==> config.mk <==
export PLATFORM = sky130hd
export DESIGN_NAME = pipelined_addsub
export DESIGN_NICKNAME = d
export VERILOG_FILES = /design/src/rtl/pipelined_addsub.sv
export SDC_FILE = /design/constraint.sdc
export NUM_CORES = 1
export LEC_CHECK = 0
export ABC_AREA = 1
export ABC_CLOCK_PERIOD_IN_PS = 2500
export BUFFER_PORTS_ARGS = -buffer_cell sky130_fd_sc_hd__buf_4
export CORE_MARGIN = 4
export CORE_UTILIZATION = 40
export CTS_CLUSTER_SIZE = 12
export DETAILED_ROUTE_END_ITERATION = 16
export SYNTH_ARGS = -nofsm -noshare
export SYNTH_HDL_FRONTEND = slang
export SYNTH_SLANG_ARGS = --single-unit
export TNS_END_PERCENT = 10
==> constraint.sdc <==
create_clock -name clk -period 2.5 [get_ports clk]
set_input_delay 0.375 -clock clk [delete_from_list [all_inputs] [get_ports clk]]
set_output_delay 0.375 -clock clk [all_outputs]
set_load 0.01 [all_outputs]
==> src/rtl/pipelined_addsub.sv <==
// Segment-pipelined add/subtract: the carry chain is cut into NUM_SEGMENTS
// registered slices behind a stallable valid/ready shift pipeline.

module addsub_seg #(
  parameter int IN_W  = 4,
  parameter int OUT_W = IN_W + 1,
  parameter int SEG_W = 2,
  parameter int SEG   = 0,
  parameter bit LAST  = 1'b1
) (
  input  logic             clk,
  input  logic             rst_n,
  input  logic             advance,
  input  logic             vld_i,
  input  logic [IN_W-1:0]  a_i,
  input  logic [IN_W-1:0]  b_i,
  input  logic             c_i,
  input  logic             sub_i,
  input  logic [OUT_W-1:0] r_i,
  output logic             vld_o,
  output logic [IN_W-1:0]  a_o,
  output logic [IN_W-1:0]  b_o,
  output logic             c_o,
  output logic             sub_o,
  output logic [OUT_W-1:0] r_o
);
  logic [SEG_W:0]   seg_sum;
  logic [OUT_W-1:0] r_nxt;

  always_comb begin
    seg_sum = {1'b0, a_i[SEG*SEG_W +: SEG_W]} + {1'b0, b_i[SEG*SEG_W +: SEG_W]}
            + (SEG_W+1)'(c_i);
    r_nxt = r_i;
    r_nxt[SEG*SEG_W +: SEG_W] = seg_sum[SEG_W-1:0];
    // Sub: the inverted zero-extension of in2 contributes a 1 at the top bit.
    if (LAST) r_nxt[IN_W] = sub_i ^ seg_sum[SEG_W];
  end

  always_ff @(posedge clk or negedge rst_n) begin
    if (!rst_n) begin
      vld_o <= 1'b0;
      a_o   <= '0;
      b_o   <= '0;
      c_o   <= 1'b0;
      sub_o <= 1'b0;
      r_o   <= '0;
    end else if (advance) begin
      vld_o <= vld_i;
      a_o   <= a_i;
      b_o   <= b_i;
      c_o   <= seg_sum[SEG_W];
      sub_o <= sub_i;
      r_o   <= r_nxt;
    end
  end
endmodule

module pipelined_addsub #(
  parameter int IN_DATAWIDTH  = 4,
  parameter int OUT_DATAWIDTH = IN_DATAWIDTH + 1,
  parameter int NUM_SEGMENTS  = 2
) (
  input  logic                     clk,
  input  logic                     rst_n,
  input  logic                     in_valid,
  output logic                     in_ready,
  input  logic [IN_DATAWIDTH-1:0]  in1,
  input  logic [IN_DATAWIDTH-1:0]  in2,
  input  logic                     cin,
  input  logic                     sub,
  output logic                     out_valid,
  input  logic                     out_ready,
  output logic [OUT_DATAWIDTH-1:0] sum
);
  localparam int SEG_W = IN_DATAWIDTH / NUM_SEGMENTS;

  logic                                        advance;
  logic [NUM_SEGMENTS:0]                       vld_pipe;
  logic [NUM_SEGMENTS:0][IN_DATAWIDTH-1:0]     a_pipe, b_pipe;
  logic [NUM_SEGMENTS:0]                       c_pipe, sub_pipe;
  logic [NUM_SEGMENTS:0][OUT_DATAWIDTH-1:0]    r_pipe;
  logic                                        unused_tail;

  // Bubbles shift too; only an untaken result at the output stalls the chain.
  assign advance  = !out_valid || out_ready;
  assign in_ready = advance;

  assign vld_pipe[0] = in_valid;
  assign a_pipe[0]   = in1;
  assign b_pipe[0]   = sub ? ~in2 : in2;
  assign c_pipe[0]   = cin ^ sub;
  assign sub_pipe[0] = sub;
  assign r_pipe[0]   = '0;

  for (genvar k = 0; k < NUM_SEGMENTS; k++) begin : g_seg
    addsub_seg #(
      .IN_W (IN_DATAWIDTH),
      .OUT_W(OUT_DATAWIDTH),
      .SEG_W(SEG_W),
      .SEG  (k),
      .LAST (k == NUM_SEGMENTS-1)
    ) u_seg (
      .clk    (clk),
      .rst_n  (rst_n),
      .advance(advance),
      .vld_i  (vld_pipe[k]),
      .a_i    (a_pipe[k]),
      .b_i    (b_pipe[k]),
      .c_i    (c_pipe[k]),
      .sub_i  (sub_pipe[k]),
      .r_i    (r_pipe[k]),
      .vld_o  (vld_pipe[k+1]),
      .a_o    (a_pipe[k+1]),
      .b_o    (b_pipe[k+1]),
      .c_o    (c_pipe[k+1]),
      .sub_o  (sub_pipe[k+1]),
      .r_o    (r_pipe[k+1])
    );
  end

  assign out_valid   = vld_pipe[NUM_SEGMENTS];
  assign sum         = r_pipe[NUM_SEGMENTS];
  assign unused_tail = ^{a_pipe[NUM_SEGMENTS], b_pipe[NUM_SEGMENTS],
                         c_pipe[NUM_SEGMENTS], sub_pipe[NUM_SEGMENTS]};
endmodule
## Word-level counts from Yosys, hierarchy flattened

Cells that the tools add are included.

| cells by class | value |
|---|---|
| muxes and demuxes | 1 |
| bitwise operators | 3 |
| reduce and logical (&&, ||, !) cells | 2 |
| $add $sub $neg | 4 |

Operators with widths:

| cell | number |
|---|---|
| $add A2 B2 Y3 | 2 |
| $add A3 B1 Y3 | 2 |
| $mux W4 | 1 |
| $not A4 Y4 | 1 |
| $xor A1 B1 Y1 | 2 |
| $logic_not A1 Y1 | 1 |
| $logic_or A1 B1 Y1 | 1 |

| word-level totals | value |
|---|---|
| output and inout port bits | 7 |
| logic and storage cells | 18 |
| bits in registers | 19 |
| bits of input ports | 14 |

## Depth between registers and ports, before layout

Gate-level depths: netlist of run 1.

| logic depth | value |
|---|---|
| word-level depth | 4 |
| gate-level depth with buffers | 7 |
| gate-level depth less buffers | 7 |

## Hierarchy

From an unflattened synthesis of run 1, not the netlist that was laid out.

| second synthesis, totals | value |
|---|---|
| cells, all modules | 172 |
| area total of the unflattened synthesis | 1519.0 µm² |

By module, submodules not included:

| module | cells each | times used | area an instance (µm²) | seq. area each (µm²) |
|---|---|---|---|---|
| addsub_seg at g_seg[1].u_seg | 70 | 1 | 718.2 | 400.4 |
| addsub_seg at g_seg[0].u_seg | 78 | 1 | 710.7 | 400.4 |
| pipelined_addsub | 24 | 1 | 90.1 | 0.0 |

## Worst setup path after synthesis of run 1

Ideal clock, no wire load.

| timing path | value |
|---|---|
| path type | input to register |
| start point | in sub |
| end point | reg g_seg[0].u_seg.r_o[1] |
| slack | 0.748 ns |
| required time | 2.374 ns |
| arrival time | 1.627 ns |
| path buffers | 1 |
| stages on the path | 7 |
| library setup time | 0.126 ns |
| cells stage by stage | buf_2 -> xnor2_1 -> fa_1 -> inv_1 -> fa_1 -> nand2_1 -> o21ai_0 |

| between the ends | value |
|---|---|
| cells in the longest elaborated chain, start to end | 3 |
| elaborated cells on any way between the ends | 4 |
| classes of those cells | add/sub (2); mux (1); bitwise (1) |

RTL lines:

| element | RTL line | source |
|---|---|---|
| start, declared | 70 | `input logic sub,` |
| $mux W4 | 90 | `assign b_pipe[0] = sub ? ~in2 : in2;` |
| $add A2 B2 Y3 | 31 | `seg_sum = {1'b0, a_i[SEG*SEG_W +: SEG_W]} + {1'b0, b_i[SEG*SEG_W +: SEG_W]}` |
| $add A3 B1 Y3 (*) | 32 | `+ (SEG_W+1)'(c_i);` |
| net g_seg[0].u_seg.seg_sum[1] | 27 | `logic [SEG_W:0] seg_sum;` |
| end signal, assigned | 53 | `r_o <= r_nxt;` |
| end, declared | 25 | `output logic [OUT_W-1:0] r_o` |

The timed path passes the listed nets; every way through them passes the cells marked *.
A chain may end at the register's enable or synchronous reset.

## Final worst setup path of run 1

| timing path | value |
|---|---|
| start point | reg g_seg[0].u_seg.a_o[2] |
| end point | reg g_seg[1].u_seg.r_o[4] |

| between the ends | value |
|---|---|
| cells in the longest elaborated chain, start to end | 3 |

RTL lines:

| element | RTL line | source |
|---|---|---|
| start, declared | 21 | `output logic [IN_W-1:0] a_o,` |
| start signal, assigned | 49 | `a_o <= a_i;` |
| $add A2 B2 Y3 | 31 |  |
| $add A3 B1 Y3 | 32 |  |
| $xor A1 B1 Y1 | 36 | `if (LAST) r_nxt[IN_W] = sub_i ^ seg_sum[SEG_W];` |
| end signal, assigned | 53 |  |
| end, declared | 25 |  |

No other way between the ends.

==> flow_summary.toml, run 1 <==
[run_status]
outcome = "finished clean"

[setup_path]
crit_chain = "inv_1, fa_1, fa_1, inv_1, nand2_1, nand3_1, nand2_1"
crit_fanout = 2
crit_path_max_incr_delay_ns = 0.43
crit_family = "adder cells"
end_kind = "register"
crit_type = "register to register"
cp.required_ns = 2.67
arrival_ns = 1.71
startpoint_type = "register"
critPathBufInv = 2
worst_path_max_delay_cell = "fa_1"

[clocking]
clk_latency_ns = 0.27
clock_path_buffers = 2
cts_max_level = 1
clk_pin_slew_ns = 0.08
cts_tree = "built"
cts_buffers = 3
cts.sinks = 15
ctsRootBufferMaster = "clkbuf_4"
post_cts_buffers = 0

[sta]
worst_pin_slew_ns = 0.250
skew_ns = 0.00151
fin_crit_sh_pct = 61.5
fmax_ghz = 0.651
maxSlewViolCount = 0
rsz0062_at_grt = "false"
max-slew-margin-rel_pct = 83.3
period_needed_ns = 1.54
fin_setup_tns_ns = 0
finalSetupViolations = 0
finalHoldViolCount = 0

[power]
ir_worst_vdd_v = 0.000278
leakage_nw = 0.514
finalPower_mw = 0.671
power_density_nw_per_um2 = 703

[layout]
n_antenna_cell = 0
num-nets-final = 123
area_growth_pct = 24.3
fin_cells = 129
drive_above_1_share_pct = 26.9
stdcell_area_sq_um = 955

[die]
ioPinCount = 21
rows = 15
die_w_um = 51.8
die_area_sq_um = 2690
die_h_um = 51.8
start_util_pct = 43.5
fp.coreArea_sq_um = 1760

[synthesis]
synthesis.area_sq_um = 768
postSynthAreaPerCell_sq_um = 9.37
synth_top_area_share_pct = 48.9
yosys_warnings = 0
synth.area.top_cells = "dfrtp_1 (49%), nand2_1 (13%), fa_1 (10%), inv_1 (7.3%), o21ai_0 (4.6%)"
ys_seq_area_share_pct = 48.9
synth_fp_nets = 100
synth-seq-cells = 15
synth_cell_type_count = 16
syn-instance-count = 82
synth_top_area_cell = "dfrtp_1"

[hold_path]
hold_class = "primary input to register"

[placement]
port_buffers = 20
dp_cells = 124
post_dp_cell_area_sq_um = 918
dp_hpwl_um = 954
place.gp.congestion = 0.678

[global_routing]
grt_remaining_overflow = 0
grt.total_usage_pct = 11.9
antenna_found_initial = 0
grt_first_pass_wirelength_um = 2300
grt_max_degree = 19
grt_pass1_vias = 542

[drt]
vias = 548
wl_per_cell_um = 9.84
ant_nets = 0
drt_iter0_markers = 8
vias_per_cell = 4.25
first_pass_iters = 4
drc = 0
routed_wl_um = 1270

[job]
drv_cap = 0
-- cells by family after synthesis --
kind of cell               Yosys count  synth area share [%]
buffers and inverters               19                  11.9
adders and majority gates            4                  10.4
DFF                                 15                  48.9
and+or+nand+nor                     31                  18.9
AOI/OAI and AO/OA                   10                  6.51
xor gates and xnor gates             3                  3.42
-- worst min-delay path: stages --
cell     delay, ns
buf_4         0.07
nand2_1       0.04
o21ai_0       0.05
-- synth_stat cells --
master,n
buf_2,1
buf_8,1
nand3_2,2
buf_6,1
o21ai_0,7
xor2_1,1
inv_2,1
fa_1,4
inv_1,15
o21ai_1,3
nand3_1,1
xnor2_1,2
nor2_4,1
nand2_4,1
dfrtp_1,15
nand2_1,26
-- layout make-up --
| cell class | count | area [sq um] |
|---|---|---|
| Sequential cell | 15 | 375 |
| Timing Repair Buffer | 21 | 160 |
| Tap cell | 25 | 31.3 |
| Multi-Input combinational cell | 48 | 302 |
| Fill cell | 184 | 810 |
| Inverter | 16 | 60.1 |
| Clock buffer | 4 | 26.3 |
-- power by group --
group | leakage [nW] | switching, mW | internal (mW)
Sequential | 0.179 | 0.0277 | 0.300
Clock | 0.0150 | 0.0721 | 0.0618
Combinational | 0.320 | 0.109 | 0.101
-- layer usage --
metal | share of wire, % | track usage (%)
met5 | 0 | 0
met2 | 47 | 18.4
met1 | 46 | 15.2
met3 | 7.2 | 2.01
met4 | 0 | 7.86
-- metrics by stage --
step	util (%)	hold slack, ns	setup slack [ns]
after floorplan	-	0.0794	0.748
after global placement	52.1	0.239	0.734
after detailed placement	52.1	0.240	0.690
after CTS	54.1	0.296	0.947
after global routing	54.1	0.309	0.838
final	54.1	0.305	0.963
-- worst paths after layout --
| path | slack, ns | endpoint | depth (start not counted) | start |
|---|---|---|---|---|
| worst max register to register | 0.96 | g_seg[1].u_seg.r_o[4] | 7 | g_seg[0].u_seg.a_o[2] |
| max in group asynchronous | 1.83 | g_seg[1].u_seg.r_o[4] | 2 | rst_n |
| worst min register to register | 0.45 | g_seg[1].u_seg.vld_o | 2 | g_seg[0].u_seg.vld_o |
| worst max-delay path | 0.96 | g_seg[1].u_seg.r_o[4] | 7 | g_seg[0].u_seg.a_o[2] |
| min in group asynchronous | 0.50 | g_seg[1].u_seg.vld_o | 2 | rst_n |
| worst min-delay path | 0.30 | g_seg[0].u_seg.a_o[3] | 3 | in1[3] |
-- flip-flops by register name, summed over array words and instances, names as in the netlist --
signal             count
g_seg.u_seg.a_o        2
g_seg.u_seg.r_o        7
g_seg.u_seg.sub_o      1
g_seg.u_seg.vld_o      2
g_seg.u_seg.c_o        1
g_seg.u_seg.b_o        2
-- cells in the final DEF (no fill, tap or decap), types with 2 or more instances in the layout --
cell	n
fa_1	4
nand2_1	26
o21ai_0	7
o21ai_1	3
buf_4	20
nand3_2	2
inv_1	15
dfrtp_1	15
clkbuf_4	3
xnor2_1	2
-- repair_timing --
item | CTS | global route
resized for setup | 0 | 0
hold buffers | 1 | 0
hold endpoints to repair | 15 | 0
Note: power is estimated with default switching activity, not from simulation.
==> run 2: changes to the inputs <==
Settings changed: ABC_CLOCK_PERIOD_IN_PS 2500 to 1490.
Clock period 2.5 ns to 1.49 ns, I/O delays scaled along.
==> flow_summary.toml, run 2 (synthesized netlist as in run 1, its figures left out) <==
[global_routing]
grt_first_pass_wirelength_um = 2130
grt_remaining_overflow = 0
grtUsageMet1_pct = 13.2
antenna_found_initial = 0
grt.total_usage_pct = 10.7
grt_use_met2_pct = 17.8
grtUsageMet3_pct = 2.01
grt_busiest_layer = "met2"
grt_max_degree = 19
grt_pass1_vias = 484

[die]
ioPinCount = 21
die_w_um = 51.8
fp.coreArea_sq_um = 1760
die_h_um = 51.8
rows = 15
start_util_pct = 43.5
die_area_sq_um = 2690

[run_status]
outcome = "finished clean"

[drt]
vias = 549
drc = 0
routed_wl_um = 1310
ant_nets = 0
vias_per_cell = 4.22
drt_iter0_markers = 14
first_pass_iters = 4
wl_per_cell_um = 10.1

[job]
drv_cap = 0

[sta]
maxSlewViolCount = 0
max-slew-margin-rel_pct = 81.7
rsz0062_at_grt = "true"
finalHoldViolCount = 0
skew_ns = 0.00513
fin_crit_sh_pct = 99.3
period_needed_ns = 1.48
finalSetupViolations = 0
worst_pin_slew_ns = 0.274
fin_setup_tns_ns = 0
fmax_ghz = 0.676

[layout]
n_antenna_cell = 0
layout_common_cells = "nand2_1 (26), buf_4 (21), dfrtp_1 (15)"
final_common_cell = "nand2_1"
largest_reg_flops = 7
area_growth_pct = 28.7
regMostFlops = "g_seg.u_seg.r_o"
drive_above_1_share_pct = 34.3
num-nets-final = 124

[power]
internal-power_mw = 0.789
ir_worst_vdd_v = 0.000416
switching_share_pct = 31.6
seqPwrFrac_pct = 47.7
p_comb_share_pct = 32.4
leakage_nw = 0.520
switchingPower_mw = 0.364
clkPwrFrac_pct = 19.8
power_density_nw_per_um2 = 1170
finalPower_mw = 1.15

[placement]
dp_hpwl_um = 968
place.gp.congestion = 0.701
port_buffers = 20

[hold_path]
hold_class = "primary input to register"

[clocking]
ctsRootBufferMaster = "clkbuf_4"
cts.sinks = 15
cts_buffers = 3
clk_latency_ns = 0.28
clk_pin_slew_ns = 0.08
cts_tree = "built"
cts_max_level = 1
clock_path_buffers = 2

[setup_path]
crit_fanout = 2
end_kind = "register"
crit_type = "register to register"
cp.required_ns = 1.65
arrival_ns = 1.64
startpoint_type = "register"
==> run 2: changes by cell type in the layout (fill, tap and decap cells not counted) <==
cell	previous run	this run
o21ai_1	3	5
inv_1	15	12
fa_1	4	1
xnor2_4	0	1
fa_2	0	3
inv_2	1	4
xnor2_1	2	1
o21ai_0	7	5
buf_4	20	21
==> run 2: worst paths after layout <==
kind,start,cells after the start,to,slack [ns]
max in group asynchronous,rst_n,2,g_seg[0].u_seg.b_o[3],0.98
min,in1[3],3,g_seg[0].u_seg.a_o[3],0.16
max reg2reg,g_seg[0].u_seg.b_o[2],4,g_seg[1].u_seg.r_o[3],0.01
max,g_seg[0].u_seg.b_o[2],4,g_seg[1].u_seg.r_o[3],0.01
min reg2reg,g_seg[0].u_seg.vld_o,2,g_seg[1].u_seg.vld_o,0.47
min in group asynchronous,rst_n,2,g_seg[1].u_seg.vld_o,0.33
==> run 2: area by class of cell <==
class	instances	area (sq um)
flip-flops and latches	15	375
clock buffers	4	26.3
fillers	180	776
multi-input cells	48	328
inverters	16	60.1
well taps	25	31.3
repair buffers	22	168
==> run 2: through the flow <==
stage	setup WS [ns]	util (%)	cells	hold WS [ns]	instance area (sq um)
5_1_grt	-0.0274	56.0	130	0.159	988
6_report	0.0106	56.0	130	0.161	988
3_5_place_dp	-0.0881	53.7	125	0.0883	947
3_3_place_gp	-0.0567	53.7	125	0.0866	947
4_1_cts	-0.00110	56.0	130	0.157	988
2_1_floorplan	-0.00450	-	82	-0.0721	805
==> run 2: worst max-delay path, stage by stage, from the launching register on <==
cell	delay, ns
dfrtp_1	0.36
inv_2	0.05
fa_2	0.38
fa_2	0.52
o21ai_1	0.05
==> run 2: repair_timing <==
item                       CTS  global route
hold buffers                 1             0
pin swaps                    1             1
setup endpoints to repair    2             2
gates resized for setup      4             1
setup buffers                0             0
hold endpoints to repair    15             0
==> run 2: routing by layer <==
layer | part of all wire [%] | wire length, um
met1 | 44 | 580
met3 | 6.9 | 91
met5 | 0 | 0
met2 | 47 | 616
met4 | 1.7 | 22
==> run 2: power by group through the flow <==
stage	clock network (mW)	logic [mW]	registers, mW
global placement	0	0.364	0.555
CTS	0.231	0.381	0.551
detailed placement	0	0.369	0.558
floorplan	0	0.198	0.580
finish	0.229	0.374	0.550
global route	0.256	0.429	0.559
==> run 3: changes to the inputs <==
Settings changed: ABC_CLOCK_PERIOD_IN_PS 1490 to 1550.
Clock period 1.49 ns to 1.55 ns, I/O delays scaled along.
==> flow_summary.toml, run 3 (synthesized netlist as in run 1, its figures left out) <==
[sta]
fin_crit_sh_pct = 96.2
rsz0062_at_grt = "false"
period_needed_ns = 1.49
fin_setup_tns_ns = 0
finalSetupViolations = 0
fmax_ghz = 0.671
maxSlewViolCount = 0
max-slew-margin-rel_pct = 82.5
worst_pin_slew_ns = 0.262
skew_ns = 0.00177
finalHoldViolCount = 0

[placement]
dp_hpwl_um = 1030
place.gp.congestion = 0.697
port_buffers = 20
post_dp_cell_area_sq_um = 943

[setup_path]
cp.required_ns = 1.70
r2r_start = "g_seg[0].u_seg.a_o[2]"
critPathBufInv = 1
path_depth = 4
crit_fanout = 2
crit_chain = "inv_2, fa_2, fa_2, o21ai_0"
crit_family = "adder cells"
arrival_ns = 1.64
crit_type = "register to register"
end_kind = "register"
cpMostUsedCell = "fa_2"
r2r_slack_ns = 0.06
startpoint_type = "register"
crit_path_max_incr_delay_ns = 0.52
reg2reg_depth = 4
worst_path_max_delay_cell = "fa_2"
rr_endpoint = "g_seg[1].u_seg.r_o[3]"

[drt]
ant_nets = 0
first_pass_iters = 4
wl_per_cell_um = 9.86
drc = 0
vias_per_cell = 4.17
vias = 550
drt_iter0_markers = 12
routed_wl_um = 1300

[global_routing]
grt_max_degree = 19
antenna_found_initial = 0
grt.total_usage_pct = 12.3
grt_first_pass_wirelength_um = 2450
grt_pass1_vias = 580
grt_remaining_overflow = 0

[die]
die_h_um = 51.8
die_area_sq_um = 2690
ioPinCount = 21
die_w_um = 51.8
start_util_pct = 43.5
rows = 15
fp.coreArea_sq_um = 1760

[layout]
stdcell_area_sq_um = 1000
num-nets-final = 126
drive_above_1_share_pct = 38.3
regMostFlops = "g_seg.u_seg.r_o"
layout_common_cells = "nand2_1 (25), buf_4 (23), dfrtp_1 (15)"
final_common_cell = "nand2_1"
largest_reg_flops = 7
n_antenna_cell = 0
area_growth_pct = 30.1

[job]
drv_cap = 0

[power]
finalPower_mw = 1.11
power_density_nw_per_um2 = 1110
leakage_nw = 0.531
ir_worst_vdd_v = 0.000623

[clocking]
clk_latency_ns = 0.27
cts_tree = "built"
cts_max_level = 1
cts_buffers = 3
cts.sinks = 15
ctsRootBufferMaster = "clkbuf_4"
clk_pin_slew_ns = 0.09
clock_path_buffers = 2

[hold_path]
whs_path_depth = 3
hold_class = "primary input to register"
hp-start = "in1[3]"
min_to = "g_seg[0].u_seg.a_o[3]"

[run_status]
outcome = "finished clean"
## run 3: tightest hold or removal path, stage by stage
cell and delay (ns):
buf_4 0.08, nand2_1 0.04, o21ai_0 0.06
## run 3: power by group
part / internal [mW] / switching [mW] / leakage, nW
clock network: 0.0993 / 0.112 / 0.0150
logic: 0.180 / 0.189 / 0.337
registers: 0.484 / 0.0463 / 0.179
total: 0.763 / 0.347 / 0.531
## run 3: per-stage QoR
step           std cells  hold slack (ns)  setup WS, ns  utilization (%)
2_1_floorplan         82          -0.0631       0.00491                -
3_3_place_gp         126           0.0972       -0.0372             53.5
3_5_place_dp         126           0.0964       -0.0918             53.5
4_1_cts              131            0.162        0.0394             55.8
5_1_grt              132            0.189      0.000954             56.7
6_report             132            0.168        0.0596             56.7
## run 3: how the worst max path moves through the flow
stage	from	to	slack, ns
after floorplan	sub	g_seg[0].u_seg.r_o[1]	0.005
after global placement	sub	g_seg[0].u_seg.r_o[1]	-0.04
after detailed placement	sub	g_seg[0].u_seg.r_o[1]	-0.09
after CTS	g_seg[0].u_seg.a_o[2]	g_seg[1].u_seg.r_o[3]	0.04
after global routing	g_seg[0].u_seg.b_o[2]	g_seg[1].u_seg.r_o[3]	0.001
final	g_seg[0].u_seg.a_o[2]	g_seg[1].u_seg.r_o[3]	0.06
## run 3: layout make-up
| cell class | instances | area, sq um |
|---|---|---|
| Tap cell | 25 | 31.3 |
| Inverter | 16 | 60.1 |
| Timing Repair Buffer | 24 | 183 |
| Sequential cell | 15 | 375 |
| Fill cell | 174 | 764 |
| Clock buffer | 4 | 26.3 |
| Multi-Input combinational cell | 48 | 324 |
## run 3: repair_timing
item | in CTS | in global routing
endpoints found under the setup margin | 1 | 2
hold endpoints to repair | 15 | 0
gates resized for setup | 2 | 5
setup buffers | 0 | 1
hold buffers | 1 | 0
## run 3: layer usage
| layer | vias up | track usage, % | share of wire (%) |
|---|---|---|---|
| li1 | 293 | - | - |
| met1 | 236 | 14.4 | 44 |
| met2 | 19 | 21.5 | 47 |
| met3 | 2 | 2.58 | 8.1 |
| met4 | 0 | 5.24 | 1.2 |
| met5 | - | 0 | 0 |
